[src/rtl/param_fifo_pkg.sv]
// Shared helpers for the parametrised FIFO: pointer wrap rule and count width.
package param_fifo_pkg;

  function automatic int cnt_width(input int depth);
    return $clog2(depth + 1);
  endfunction

  // Advance a pointer over 0..depth-1; depth need not be a power of two.
  function automatic int ptr_next(input int ptr, input int depth);
    return (ptr == depth - 1) ? 0 : ptr + 1;
  endfunction

endpackage

[src/rtl/fifo_ptr.sv]
// Wrapping pointer register over 0..DEPTH-1 with an increment enable.
module fifo_ptr
  import param_fifo_pkg::*;
#(
  parameter int DEPTH = 4,
  parameter int PW    = $clog2(DEPTH)
) (
  input  logic          clk,
  input  logic          rst,
  input  logic          inc,
  output logic [PW-1:0] ptr
);

  always_ff @(posedge clk or posedge rst) begin
    if (rst) begin
      ptr <= '0;
    end else if (inc) begin
      ptr <= PW'(ptr_next(int'(ptr), DEPTH));
    end
  end

endmodule

[src/rtl/param_fifo.sv]
// Synchronous FWFT FIFO with valid/ready on both sides, occupancy count,
// almost-full flag and sticky overflow flag.
module param_fifo
  import param_fifo_pkg::*;
#(
  parameter int WIDTH        = 8,
  parameter int DEPTH        = 4,
  parameter int AFULL_THRESH = 3
) (
  input  logic                        clk,
  input  logic                        rst,
  input  logic                        in_valid,
  output logic                        in_ready,
  input  logic [WIDTH-1:0]            in_data,
  output logic                        out_valid,
  input  logic                        out_ready,
  output logic [WIDTH-1:0]            out_data,
  output logic [cnt_width(DEPTH)-1:0] count,
  output logic                        almost_full,
  output logic                        overflow
);

  localparam int PW = (DEPTH > 1) ? $clog2(DEPTH) : 1;
  localparam int CW = cnt_width(DEPTH);

  if (WIDTH < 1) begin : g_bad_width
    $error("param_fifo: WIDTH must be >= 1");
  end
  if (DEPTH < 2) begin : g_bad_depth
    $error("param_fifo: DEPTH must be >= 2");
  end
  if (AFULL_THRESH < 1 || AFULL_THRESH > DEPTH) begin : g_bad_afull
    $error("param_fifo: AFULL_THRESH must be in 1..DEPTH");
  end

  logic [WIDTH-1:0] mem [DEPTH];
  logic [PW-1:0]    wr_ptr;
  logic [PW-1:0]    rd_ptr;
  logic             full;
  logic             empty;
  logic             push;
  logic             pop;

  // Handshake flags depend on count only, so no input-to-output comb path.
  assign full        = (count == CW'(DEPTH));
  assign empty       = (count == '0);
  assign in_ready    = !full;
  assign out_valid   = !empty;
  assign almost_full = (count >= CW'(AFULL_THRESH));

  assign push = in_valid & in_ready;
  assign pop  = out_valid & out_ready;

  fifo_ptr #(.DEPTH(DEPTH), .PW(PW)) u_wr_ptr (
    .clk (clk),
    .rst (rst),
    .inc (push),
    .ptr (wr_ptr)
  );

  fifo_ptr #(.DEPTH(DEPTH), .PW(PW)) u_rd_ptr (
    .clk (clk),
    .rst (rst),
    .inc (pop),
    .ptr (rd_ptr)
  );

  // Storage is intentionally not reset; out_data is meaningless while empty.
  always_ff @(posedge clk) begin
    if (push) begin
      mem[wr_ptr] <= in_data;
    end
  end

  assign out_data = mem[rd_ptr];

  always_ff @(posedge clk or posedge rst) begin
    if (rst) begin
      count <= '0;
    end else begin
      case ({push, pop})
        2'b10:   count <= count + CW'(1);
        2'b01:   count <= count - CW'(1);
        default: count <= count;
      endcase
    end
  end

  always_ff @(posedge clk or posedge rst) begin
    if (rst) begin
      overflow <= 1'b0;
    end else if (in_valid && full) begin
      overflow <= 1'b1;
    end
  end

  // Producer must hold a stalled transfer unchanged until it is accepted.
  a_in_hold: assert property (@(posedge clk) disable iff (rst)
    (in_valid && !in_ready) |=> (in_valid && $stable(in_data)));

endmodule

[config.mk]
export PLATFORM = sky130hd
export DESIGN_NAME = param_fifo
export DESIGN_NICKNAME = d
export VERILOG_FILES = /design/src/rtl/param_fifo_pkg.sv /design/src/rtl/fifo_ptr.sv /design/src/rtl/param_fifo.sv
export SDC_FILE = /design/constraint.sdc
export NUM_CORES = 1
export LEC_CHECK = 0
export ABC_AREA = 1
export ABC_CLOCK_PERIOD_IN_PS = 4000
export BUFFER_PORTS_ARGS = -buffer_cell sky130_fd_sc_hd__buf_2
export CORE_MARGIN = 8
export CORE_UTILIZATION = 60
export DETAILED_ROUTE_END_ITERATION = 8
export PLACE_DENSITY = 0.79
export SLEW_MARGIN = 10
export SYNTH_ARGS = -nofsm -noshare
export SYNTH_HDL_FRONTEND = slang
export SYNTH_SLANG_ARGS = --single-unit
[constraint.sdc]
create_clock -name clk -period 4 [get_ports clk]
set_input_delay 0.4 -clock clk [delete_from_list [all_inputs] [get_ports clk]]
set_output_delay 0.4 -clock clk [all_outputs]
set_load 0.01 [all_outputs]
# [After elaboration in Yosys (flattened, before gate mapping)]
# Memory sizes are Yosys's and may differ from the RTL's.
# Cells that the tools add are included.
[totals] ff_bits=8 mem_bits_rw=32 input_bits=12 word_cells=27 n_memories=1
[classes] n_addsub=4 magnitude_cmp=1 eq_ne=5 mux=5 n_bitwise=2 reduce_logical=5
[mem_list] name="mem" depth=4 word_bits=8 rd=1 rd_clocked_by_memory_dff=0 write_ports=1 line_no="param_fifo.sv:36" source="logic [WIDTH-1:0] mem [DEPTH];"
[ops] operator="$eq 2x1->1 const B" n=3
[ops] operator="$pmux 3 s2" n=1
[ops] operator="$add 2x1->2 const B" n=2
[ops] operator="$mux 2" n=2
[ops] operator="$add 3x1->3 const B" n=1
[ops] operator="$eq 3x3->1 const B" n=1
[ops] operator="$ge 3x2->1 const B" n=1
[ops] operator="$logic_not 3->1" n=1
[ops] operator="$sub 3x1->3 const B" n=1
[ops] operator="$and 1x1->1" n=2
[ops] operator="$eq 2x2->1 const B" n=1
[ops] operator="$logic_not 1->1" n=2
[ops] operator="$mux 1" n=2
[ops] operator="$reduce_bool 2->1" n=1
[ops] operator="$logic_and 1x1->1" n=1

# [Longest topological paths before layout]
[logic_depth] word_depth=5 mapped_depth=12 mapped_depth_nobuf=12

# [Cells and area by module]
# A second synthesis with hierarchy kept.
[hier_totals] hier_cells=157 area_unflattened_um2=1754.2
[modules_own_cells] module="param_fifo" instances=1 cells_per_inst=133 area_per_inst_um2=1561.5
[modules_own_cells] module="fifo_ptr" instances=2 cells_per_inst=12 area_per_inst_um2=96.3

# [Worst setup path before layout]
# OpenSTA, ideal clock, no wires.
[synth_path] path_type="register to register" from="register count[2]" to="register count[2]" t_arrival_ns=1.604 required_ns=3.883 slack_ns=2.279 path_stages_with_launch=12 path_buffers=0 period_less_slack_ns=1.721 path_cell_list="dfrtp_1 > inv_1 > nand3_2 > nand2_2 > inv_1 > ha_1 > inv_1 > fa_1 > nand2_1 > nand3_1 > nand2_1 > nand2_1"
[synth_between] elab_chain_cells=5
[synth_rtl] item="start: declaration" line_no="param_fifo.sv:18" source="output logic [cnt_width(DEPTH)-1:0] count,"
[synth_rtl] item="start signal: assignment" line_no="param_fifo.sv:82" source="2'b10: count <= count + CW'(1);"
[synth_rtl] item="start signal: assignment" line_no="param_fifo.sv:83" source="2'b01: count <= count - CW'(1);"
[synth_rtl] item="start signal: assignment" line_no="param_fifo.sv:84" source="default: count <= count;"
[synth_rtl] item="$logic_not 3->1 *" line_no="param_fifo.sv:46" source="assign empty = (count == '0);"
[synth_rtl] item="$logic_not 1->1 *" line_no="param_fifo.sv:48" source="assign out_valid = !empty;"
[synth_rtl] item="named net out_valid" line_no="param_fifo.sv:15" source="output logic out_valid,"
[synth_rtl] item="$and 1x1->1 *" line_no="param_fifo.sv:52" source="assign pop = out_valid & out_ready;"
[synth_rtl] item="named net pop" line_no="param_fifo.sv:42" source="logic pop;"
[synth_rtl] item="$eq 2x1->1 or $eq 2x2->1 (tied branches)" line_no="param_fifo.sv:81" source="case ({push, pop})"
[synth_rtl] item="$pmux 3 s2 or $reduce_bool 2->1 (tied branches)"
# The timed path passes the listed nets; every way through them passes the cells marked *.
# A chain may end at the register's enable or synchronous reset.

# [Final worst setup path]
[layout_path] from="register u_rd_ptr.ptr[0]" to="output port out_data[5]"
[layout_between] elab_chain_cells=1
[layout_rtl] item="start: declaration" line_no="fifo_ptr.sv:11" source="output logic [PW-1:0] ptr"
[layout_rtl] item="start signal: assignment" line_no="fifo_ptr.sv:18" source="ptr <= PW'(ptr_next(int'(ptr), DEPTH));"
[layout_rtl] item="$mem_v2 4x8"
[layout_rtl] item="end: declaration" line_no="param_fifo.sv:17" source="output logic [WIDTH-1:0] out_data,"
# No other way between the ends.

==> results.yml <==
grt:
  grt-ovfl-total: 0
  grt_max_degree: 36
  antenna_found_initial: 0
  gr-usage-all-layers: 0.134
  grt_pass1_wl_um: 5200
  grt_pass1_vias: 1173
power:
  p_int_mw: 0.898
  pwr-share-clk: 0.173
  combPwrFrac: 0.367
  p_leak_nw: 0.899
  p_sw_mw: 0.549
  p_per_area_nw_per_um2: 716
  switching_share: 0.379
  seq_power_share: 0.460
  ir_worst_vdd_v: 0.000466
clocking:
  cts_buffer_depth: 2
  ctsResizeCount: 0
  root_buffer: "clkbuf_4"
  postCtsHoldBufs: 1
  cts_inserted_buffers: 5
  cts_tree: "built"
  post_cts_buffers: 0
  cts_sinks: 40
  clk_latency_ns: 0.34
  clk_pin_slew_ns: 0.12
  h-tree-depth: 2
setup_path:
  cp.required_ns: 3.60
  crit_path_end_kind: "output pin"
  r2r_start: "count[2]"
  crit_slowest_cell: "dfrtp_1"
  cp_top_family: "flip-flops"
  crit_path_max_incr_delay_ns: 1.02
  arrival_ns: 1.85
  cp-start-kind: "register"
  crit_chain: "nand2_1 -> o211ai_1 -> nand2_1 -> buf_2"
  crit_start: "u_rd_ptr.ptr[0]"
  crit_top_cell: "nand2_1"
  worst-setup-path-type: "register to output pin"
  critPathBufInv: 1
  path_max_fanout: 35
floorplanning:
  coreArea_um2: 2980
  initial_core_util: 0.612
  die_y_um: 71.1
  rows: 20
  ioPinCount: 27
  die-area_um2: 5060
  dieWidth_um: 71.1
timing:
  period_share: 0.561
  setup_viol: 0
  fmax_mhz: 445
  period_minus_slack_ns: 2.25
  hold_viol: 0
  layout_setup_ws_ns: 1.75
  setup_tns_ns: 0
  relSlewSlack: 0.328
  skew_ns: 0.00904
  tightestPinTransition_ns: 1.01
  drv_slew: 0
  grt_setup_unrepaired: "false"
min_path:
  min-delay-start: "in_data[0]"
  hp-class: "input port to register"
route:
  drc: 0
  antenna_left: 0
  first_pass_iters: 4
  routed_wl_um: 3050
  vias_per_cell: 5.22
  vias: 1148
  routedWlPerCell_um: 13.9
  drt_iter0_markers: 76
finish:
  n_antenna_cell: 0
  nFillCells: 237
  drive_gt1_frac: 0.209
  syn2layout_area_growth_pct: 11.0
  fin_nets: 205
  design_area_um2: 2020
yosys:
  ys_seq_area_frac: 0.637
  synth_seq_cells: 40
  synth.net_count: 176
  netlist.area_leader.share: 0.527
  yosys-top-cells-area: "edfxtp_1, dfrtp_1, nand2_1"
  ys.flop_type: "edfxtp_1"
  ys_async_sr_fraction: 0.200
  syn_area_um2: 1820
  synth_edf_count: 32
  yosysTopAreaCell: "edfxtp_1"
  yosys_warnings: 0
  avgSynthCellArea_um2: 11.6
  ys_types: 20
  syn_inst: 157
placed_design:
  routabilityCongestion: 0.707
  pre_cts_ws_ns: 2.11
  io_buffers: 26
  placed_cell_area_um2: 1940
  hpwl_um: 2150
job:
  maxCapViolations: 0
run_status:
  status: "finished, final reports clean"
[layout make-up]
cell class / count / area [um^2] / area share
clock inverter: 3 / 37.5 / 0.0186
tap: 33 / 41.3 / 0.0204
inverter: 32 / 120 / 0.0594
timing repair buffer: 27 / 140 / 0.0693
multi-input combinational: 80 / 484 / 0.239
clock buffer: 5 / 37.5 / 0.0186
sequential: 40 / 1160 / 0.574
[cell families after synthesis]
kind of cell,count (synthesis),share of synthesized area
adder cells (fa/ha/maj),7,0.0522
AO/OA/AOI/OAI,19,0.0783
buffers and inverters,37,0.0968
XOR/XNOR,1,0.00481
flip-flops,40,0.637
AND/OR/NAND/NOR,53,0.130
[cells in the final DEF (no fill, tap or decap), drive strengths merged]
master        n
xnor2         1
nor2          6
clkinv        2
dfrtp         8
o211ai       16
nand4         1
o21ai         2
inv          32
nand3         7
fa            1
clkbuf        5
dlygate4sd3   1
ha            6
buf          26
bufinv        1
edfxtp       32
nand2        39
o21bai        1
[per-stage QoR]
stage           util  total power [mW]  hold WS, ns  std cells
3_5_place_dp   0.650              1.22        0.379        211
2_1_floorplan      -              1.07        0.216        157
4_1_cts        0.679              1.47        0.253        220
6_report       0.679              1.45        0.271        220
5_1_grt        0.679              1.56        0.244        220
3_3_place_gp   0.650              1.18        0.357        211
[power groups by stage]
stage / Combinational (mW) / Sequential (mW) / Clock (mW)
6_report: 0.531 / 0.666 / 0.251
4_1_cts: 0.544 / 0.668 / 0.258
3_5_place_dp: 0.541 / 0.677 / 0
5_1_grt: 0.609 / 0.684 / 0.269
2_1_floorplan: 0.445 / 0.622 / 0
3_3_place_gp: 0.513 / 0.668 / 0
[sequential cells by signal, indices dropped and copies added (netlist names)]
name and flops:
count 3, mem 32, overflow 1, u_rd_ptr.ptr 2, u_wr_ptr.ptr 2
[Yosys cell counts, types with 2 or more instances]
cell and instances:
dfrtp_1 8, buf_6 5, nor2_1 6, edfxtp_1 32, nand3_1 5, o211ai_1 15, nand2_1 37, inv_2 2
ha_1 6, inv_1 30, o21ai_0 2
[metal layers]
metal  global-route usage  vias up  wire length (um)
met4               0.0416        0                10
met3               0.0494        2               151
li1                     -      574                 -
met1                0.143      550              1270
met5                    0        -                 0
met2                0.239       22              1620
[path summary, 6_finish.rpt]
kind / endpoint / slack (ns) / cells past startpoint
max: out_data[5] / 1.75 / 4
min: mem[1][0] / 0.27 / 1
max reg2reg: count[2] / 2.20 / 11
min reg2reg: overflow / 0.48 / 1
max in group asynchronous: u_wr_ptr.ptr[1] / 3.20 / 3
min in group asynchronous: count[0] / 0.56 / 3
(Power assumes the default switching activity.)
